## config.mk

```make
export PLATFORM = sky130hd
export DESIGN_NAME = dpe_pkt_arbiter
export DESIGN_NICKNAME = d
export VERILOG_FILES = /design/src/rtl/dpe_pkg.sv /design/src/rtl/rr_arbiter.sv /design/src/rtl/dpe_pkt_arbiter.sv
export SDC_FILE = /design/constraint.sdc
export NUM_CORES = 1
export LEC_CHECK = 0
export ABC_CLOCK_PERIOD_IN_PS = 4200
export CORE_AREA = 2 2 181 183
export DETAILED_ROUTE_END_ITERATION = 10
export DIE_AREA = 0 0 183 185
export SYNTH_ARGS = -nofsm -noshare
export SYNTH_HDL_FRONTEND = slang
export SYNTH_SLANG_ARGS = --single-unit
export TNS_END_PERCENT = 10
```

## constraint.sdc

```tcl
create_clock -name clk -period 4.2 [get_ports clk]
set_input_delay 0.84 -clock clk [delete_from_list [all_inputs] [get_ports clk]]
set_output_delay 0.84 -clock clk [all_outputs]
set_load 0.005 [all_outputs]
```

## src/rtl/dpe_pkg.sv

```systemverilog
// Shared DPE stream constants and types for the ingress arbiter and the egress schedulers.
package dpe_pkg;

   localparam int DPE_N_SRC  = 5;
   localparam int DPE_DATA_W = 64;
   localparam int DPE_KEEP_W = DPE_DATA_W / 8;

   typedef logic [2:0] dpe_src_t;

   localparam dpe_src_t SRC_CPU  = 3'd0;
   localparam dpe_src_t SRC_ETH1 = 3'd1;
   localparam dpe_src_t SRC_ETH2 = 3'd2;
   localparam dpe_src_t SRC_ETH3 = 3'd3;
   localparam dpe_src_t SRC_ETH4 = 3'd4;

   typedef enum logic {
      ST_IDLE = 1'b0,
      ST_XFER = 1'b1
   } arb_state_e;

endpackage

```

## src/rtl/rr_arbiter.sv

```systemverilog
// Combinational round-robin picker: first requester after 'last', wrapping modulo N_SRC.
module rr_arbiter
   import dpe_pkg::*;
#(
   parameter int N_SRC = DPE_N_SRC
) (
   input  logic [N_SRC-1:0] req,
   input  logic [2:0]       last,
   output logic [2:0]       gnt_idx,
   output logic             gnt_vld
);

   logic [3:0] base;

   always_comb begin
      logic [3:0] cand;
      cand    = '0;
      gnt_idx = '0;
      gnt_vld = 1'b0;
      // An out-of-range 'last' behaves like the highest index, so index 0 is searched first.
      base = (last >= 3'(N_SRC)) ? 4'(N_SRC - 1) : {1'b0, last};
      for (int off = 1; off <= N_SRC; off++) begin
         cand = base + 4'(off);
         if (cand >= 4'(N_SRC)) cand = cand - 4'(N_SRC);
         for (int j = 0; j < N_SRC; j++) begin
            if (!gnt_vld && (cand == 4'(j)) && req[j]) begin
               gnt_vld = 1'b1;
               gnt_idx = 3'(j);
            end
         end
      end
   end

endmodule

```

## src/rtl/dpe_pkt_arbiter.sv

```systemverilog
// Packet-level round-robin merge of the CPU FIFO and four Ethernet RX streams onto one DPE stream.
// Optional per-source packet/stall counters are built when DPE_ARB_STATS_EN is defined.
//
// state   | meaning
// IDLE    | arbitrate among enabled, valid sources; no beat moves
// XFER    | stream the granted source's packet through the output register until tlast
module dpe_pkt_arbiter
   import dpe_pkg::*;
#(
   parameter  int N_SRC  = DPE_N_SRC,
   parameter  int DATA_W = DPE_DATA_W,
   localparam int KEEP_W = DATA_W / 8
) (
   input  logic                      clk,
   input  logic                      arst_n,
   input  logic [N_SRC-1:0]          src_en,
   input  logic [N_SRC*DATA_W-1:0]   s_tdata,
   input  logic [N_SRC*KEEP_W-1:0]   s_tkeep,
   input  logic [N_SRC-1:0]          s_tvalid,
   input  logic [N_SRC-1:0]          s_tlast,
   output logic [N_SRC-1:0]          s_tready,
   output logic [DATA_W-1:0]         m_tdata,
   output logic [KEEP_W-1:0]         m_tkeep,
   output logic                      m_tvalid,
   output logic                      m_tlast,
   input  logic                      m_tready,
   output logic [2:0]                m_tsrc,
   output logic                      busy
`ifdef DPE_ARB_STATS_EN
   ,
   input  logic                      stat_clr,
   output logic [N_SRC*32-1:0]       stat_pkt_cnt,
   output logic [N_SRC*32-1:0]       stat_stall_cnt
`endif
);

   arb_state_e        state_q, state_d;
   dpe_src_t          grant_q, grant_d;
   dpe_src_t          last_grant_q, last_grant_d;
   logic [DATA_W-1:0] m_tdata_q, m_tdata_d;
   logic [KEEP_W-1:0] m_tkeep_q, m_tkeep_d;
   logic              m_tvalid_q, m_tvalid_d;
   logic              m_tlast_q, m_tlast_d;
   dpe_src_t          m_tsrc_q, m_tsrc_d;

   logic [N_SRC-1:0]  req;
   logic [2:0]        pick_idx;
   logic              pick_vld;
   logic              out_ready;
   logic              accept;
   logic [N_SRC-1:0]  s_tready_c;
   logic [DATA_W-1:0] sel_tdata;
   logic [KEEP_W-1:0] sel_tkeep;
   logic              sel_tvalid;
   logic              sel_tlast;

   assign req       = s_tvalid & src_en;
   assign out_ready = !m_tvalid_q || m_tready;

   rr_arbiter #(
      .N_SRC (N_SRC)
   ) u_rr (
      .req     (req),
      .last    (last_grant_q),
      .gnt_idx (pick_idx),
      .gnt_vld (pick_vld)
   );

   always_comb begin
      sel_tdata  = '0;
      sel_tkeep  = '0;
      sel_tvalid = 1'b0;
      sel_tlast  = 1'b0;
      for (int i = 0; i < N_SRC; i++) begin
         if (grant_q == dpe_src_t'(i)) begin
            sel_tdata  = s_tdata[i*DATA_W +: DATA_W];
            sel_tkeep  = s_tkeep[i*KEEP_W +: KEEP_W];
            sel_tvalid = s_tvalid[i];
            sel_tlast  = s_tlast[i];
         end
      end
   end

   always_comb begin
      state_d      = state_q;
      grant_d      = grant_q;
      last_grant_d = last_grant_q;
      m_tdata_d    = m_tdata_q;
      m_tkeep_d    = m_tkeep_q;
      m_tlast_d    = m_tlast_q;
      m_tsrc_d     = m_tsrc_q;
      m_tvalid_d   = m_tvalid_q && !m_tready;
      s_tready_c   = '0;
      accept       = 1'b0;

      case (state_q)
         ST_IDLE: begin
            if (pick_vld) begin
               grant_d = pick_idx;
               state_d = ST_XFER;
            end
         end
         ST_XFER: begin
            for (int i = 0; i < N_SRC; i++) begin
               s_tready_c[i] = (grant_q == dpe_src_t'(i)) && out_ready;
            end
            accept = sel_tvalid && out_ready;
            if (accept) begin
               m_tdata_d  = sel_tdata;
               m_tkeep_d  = sel_tkeep;
               m_tlast_d  = sel_tlast;
               m_tsrc_d   = grant_q;
               m_tvalid_d = 1'b1;
               // Priority only rotates once the whole packet has gone through.
               if (sel_tlast) begin
                  last_grant_d = grant_q;
                  state_d      = ST_IDLE;
               end
            end
         end
         default: state_d = ST_IDLE;
      endcase
   end

   always_ff @(posedge clk or negedge arst_n) begin
      if (!arst_n) begin
         state_q      <= ST_IDLE;
         grant_q      <= '0;
         last_grant_q <= dpe_src_t'(N_SRC - 1);
         m_tdata_q    <= '0;
         m_tkeep_q    <= '0;
         m_tvalid_q   <= 1'b0;
         m_tlast_q    <= 1'b0;
         m_tsrc_q     <= '0;
      end else begin
         state_q      <= state_d;
         grant_q      <= grant_d;
         last_grant_q <= last_grant_d;
         m_tdata_q    <= m_tdata_d;
         m_tkeep_q    <= m_tkeep_d;
         m_tvalid_q   <= m_tvalid_d;
         m_tlast_q    <= m_tlast_d;
         m_tsrc_q     <= m_tsrc_d;
      end
   end

   assign s_tready = s_tready_c;
   assign m_tdata  = m_tdata_q;
   assign m_tkeep  = m_tkeep_q;
   assign m_tvalid = m_tvalid_q;
   assign m_tlast  = m_tlast_q;
   assign m_tsrc   = m_tsrc_q;
   assign busy     = (state_q == ST_XFER);

`ifdef DPE_ARB_STATS_EN
   logic [N_SRC*32-1:0] pkt_cnt_q, pkt_cnt_d;
   logic [N_SRC*32-1:0] stall_cnt_q, stall_cnt_d;

   // A clear wins over a same-cycle increment.
   always_comb begin
      pkt_cnt_d   = pkt_cnt_q;
      stall_cnt_d = stall_cnt_q;
      if (stat_clr) begin
         pkt_cnt_d   = '0;
         stall_cnt_d = '0;
      end else begin
         for (int i = 0; i < N_SRC; i++) begin
            pkt_cnt_d[i*32 +: 32] = pkt_cnt_q[i*32 +: 32]
               + 32'(accept && sel_tlast && (grant_q == dpe_src_t'(i)));
            stall_cnt_d[i*32 +: 32] = stall_cnt_q[i*32 +: 32]
               + 32'(s_tvalid[i] && src_en[i] && !s_tready_c[i]);
         end
      end
   end

   always_ff @(posedge clk or negedge arst_n) begin
      if (!arst_n) begin
         pkt_cnt_q   <= '0;
         stall_cnt_q <= '0;
      end else begin
         pkt_cnt_q   <= pkt_cnt_d;
         stall_cnt_q <= stall_cnt_d;
      end
   end

   assign stat_pkt_cnt   = pkt_cnt_q;
   assign stat_stall_cnt = stall_cnt_q;
`endif

endmodule

```

==> flow_summary.toml <==
[power_and_ir_drop]
intPower_mw = 4.00
power.density_mw_per_mm2 = 574
comb_power_share = 0.654
clkPwrFrac = 0.130
sw_frac_of_total = 0.431
leakagePower_nw = 4.70
finalPower_mw = 7.03
p_switching_mw = 3.03
p_seq_frac = 0.216
irDropWorstVdd_uv = 390

[floorplan]
core_area_mm2 = 0.0320
ios = 461
initial_core_util = 0.215
die_area_mm2 = 0.0339
rows = 66
fp.dieW_um = 183
die_height_um = 185

[cts]
tritoncts = "done"
numCtsBuffers = 9
h-tree-depth = 3
clk_latency_ns = 0.35
path_clk_slew_ns = 0.07
clock_sinks = 84
cts_buffer_depth = 2
clockRootBuffer = "clkbuf_16"
hold_buffers = 0

[sta]
fin_crit_sh = 0.861
setup-tns-final_ns = 0
timing.final.hold_violations = 0
timing.fmax_mhz = 276
worstMarginPinSlew_ns = 0.855
rsz0062_at_grt = "false"
skew_ns = 0.0100
final.min_clock_period_ns = 3.62
setup_slack_ns = 0.583
report.final.slew_viol_count = 0
slew_headroom = 0.430
setup_viol = 0

[setup_path]
cp.arrival_ns = 3.83
startpoint_type = "register"
required_ns = 4.41
cp-end-kind = "register"
critPathKind = "register to register"
path_max_fanout = 9

[logic_synthesis]
ys_ff_latch = 84
avgSynthCellArea_um2 = 8.91
synth_nets = 1161
synth_edf_count = 0
yosys_warnings = 0
syn_area_mm2 = 0.00688
synth-seq-area-share = 0.306
ys.flop_type = "dfrtp_1"
synth-async-reset-ratio = 1.00
synth_cell_types = 66
synthCells = 772

[cells_and_area]
area_delta_synth_final_pct = 78.2
fin_cells = 1607
drive_gt1_frac = 0.0870
n_fill_cell = 3272
layout_commonest_cell = "clkdlybuf4s50_1"
final_cell_mix = "clkdlybuf4s50_1, o21ai_0, nand2_1"
num-nets-final = 1580
final_util = 0.382

[route]
first_pass_iters = 5
wl_mm = 33.5
post_drt_wl_per_cell_um = 20.8
drc_errors = 0
postRouteAntennaNets = 0
vias = 7831
drt_iter0_drc = 483
vias_per_cell = 4.87

[global_routing]
overflow = 0
first_global_vias = 7984
antenna_found_initial = 3
gr-usage-all-layers = 0.190
grt_pass1_wl_mm = 48.9
grt_max_degree = 109

[hold_path]
hold_path.class = "register to register"

[placed_design]
gp_congestion = 0.927
port_buffers = 460
dpl_worst_slack_ns = 0.412
dp_hpwl_mm = 26.0
dp.cells = 1588

[status]
status = "finished clean"

[job]
cap_viol_max_count = 0
-- sequential cells by signal, summed over array words and instances, names as in the netlist --
register,count
m_tdata,64
m_tkeep,8
grant_q,3
last_grant_q,3
m_tsrc,3
busy,1
m_tlast,1
m_tvalid,1
-- critical path: stages (launching register included) --
cell and delay (ns):
dfstp_2 0.59, nand2b_2 0.31, inv_1 0.18, ha_1 0.30, nand2b_1 0.18, a21oi_1 0.30
mux2i_1 0.36, or3b_1 0.40, o2111a_2 0.16, and4_4 0.20, a211o_1 0.23, o311ai_1 0.11
nand3_1 0.14
-- per-layer routing --
| metal | wire length, um | vias up | global-route usage |
|---|---|---|---|
| met5 | 0 | - | 0 |
| met4 | 609 | 0 | 0.0496 |
| met3 | 2150 | 32 | 0.0401 |
| met2 | 16300 | 285 | 0.322 |
| met1 | 14400 | 3781 | 0.246 |
| li1 | - | 3733 | - |
-- final timing paths --
| path | slack, ns | endpoint | cells past startpoint | from |
|---|---|---|---|---|
| max | 0.58 | grant_q[0] | 12 | last_grant_q[2] |
| min | 0.48 | m_tdata[10] | 2 | m_tdata[10] |
| max reg2reg | 0.58 | grant_q[0] | 12 | last_grant_q[2] |
| min reg2reg | 0.48 | m_tdata[10] | 2 | m_tdata[10] |
| max in group asynchronous | 2.79 | last_grant_q[2] | 2 | arst_n |
| min in group asynchronous | 0.57 | m_tdata[27] | 1 | arst_n |
-- cell type report --
type | instances | area [um^2] | share of cell area
multi-input combinational | 606 | 4460 | 0.364
timing repair buffer | 481 | 4780 | 0.391
antenna | 3 | 7.51 | 0.000613
clock inverter | 6 | 95.1 | 0.00776
inverter | 9 | 38.8 | 0.00317
clock buffer | 10 | 239 | 0.0195
tap | 408 | 510 | 0.0417
sequential | 84 | 2110 | 0.173
-- what timing repair did --
item	in CTS	in global routing
gates resized for setup	0	1
endpoints found under the hold margin	0	0
buffers inserted	0	0
endpoints found under the setup margin	0	2
-- power groups by stage --
stage	Clock [mW]	Combinational (mW)	Sequential (mW)
3_5_place_dp	0	4.63	1.54
4_1_cts	0.949	4.64	1.53
5_1_grt	0.968	5.06	1.58
2_1_floorplan	0	2.69	1.41
3_3_place_gp	0	4.61	1.53
6_report	0.912	4.59	1.52
-- per-stage QoR --
step | cell area [um^2] | hold WS (ns)
2_1_floorplan | 6880 | 0.473
4_1_cts | 12200 | 0.485
5_1_grt | 12200 | 0.498
3_5_place_dp | 11900 | 0.470
3_3_place_gp | 11900 | 0.463
6_report | 12200 | 0.479
-- cells in the mapped netlist, types with 7 or more instances --
cell type  number  area, um^2
a22oi_1        45         338
inv_1           8        30.0
o21ai_0       173         866
clkbuf_1       50         188
a21oi_1        10        50.1
buf_2          17        85.1
nand2_1       125         469
ha_1           11         138
dfrtp_1        83        2080
nor2_1         20        75.1
nor3_1          8        40.0
mux2i_1        68         681
mux4_2         44         991
nand3_1         9        45.0
nor2b_1         7        43.8
-- logic make-up (layout without fill, tap and decap cells) --
logic type               after synthesis  after routing  share of synthesized area
multiplexers                         116            116                      0.250
adder cells (fa/ha/maj)               11             11                     0.0200
other                                  0              3                          0
buffers and inverters                 82            506                     0.0497
AO/OA/AOI/OAI                        269            269                      0.234
flip-flops                            84             84                      0.306
AND/OR/NAND/NOR                      210            210                      0.141
No activity file was read; power rests on OpenSTA's default activity.
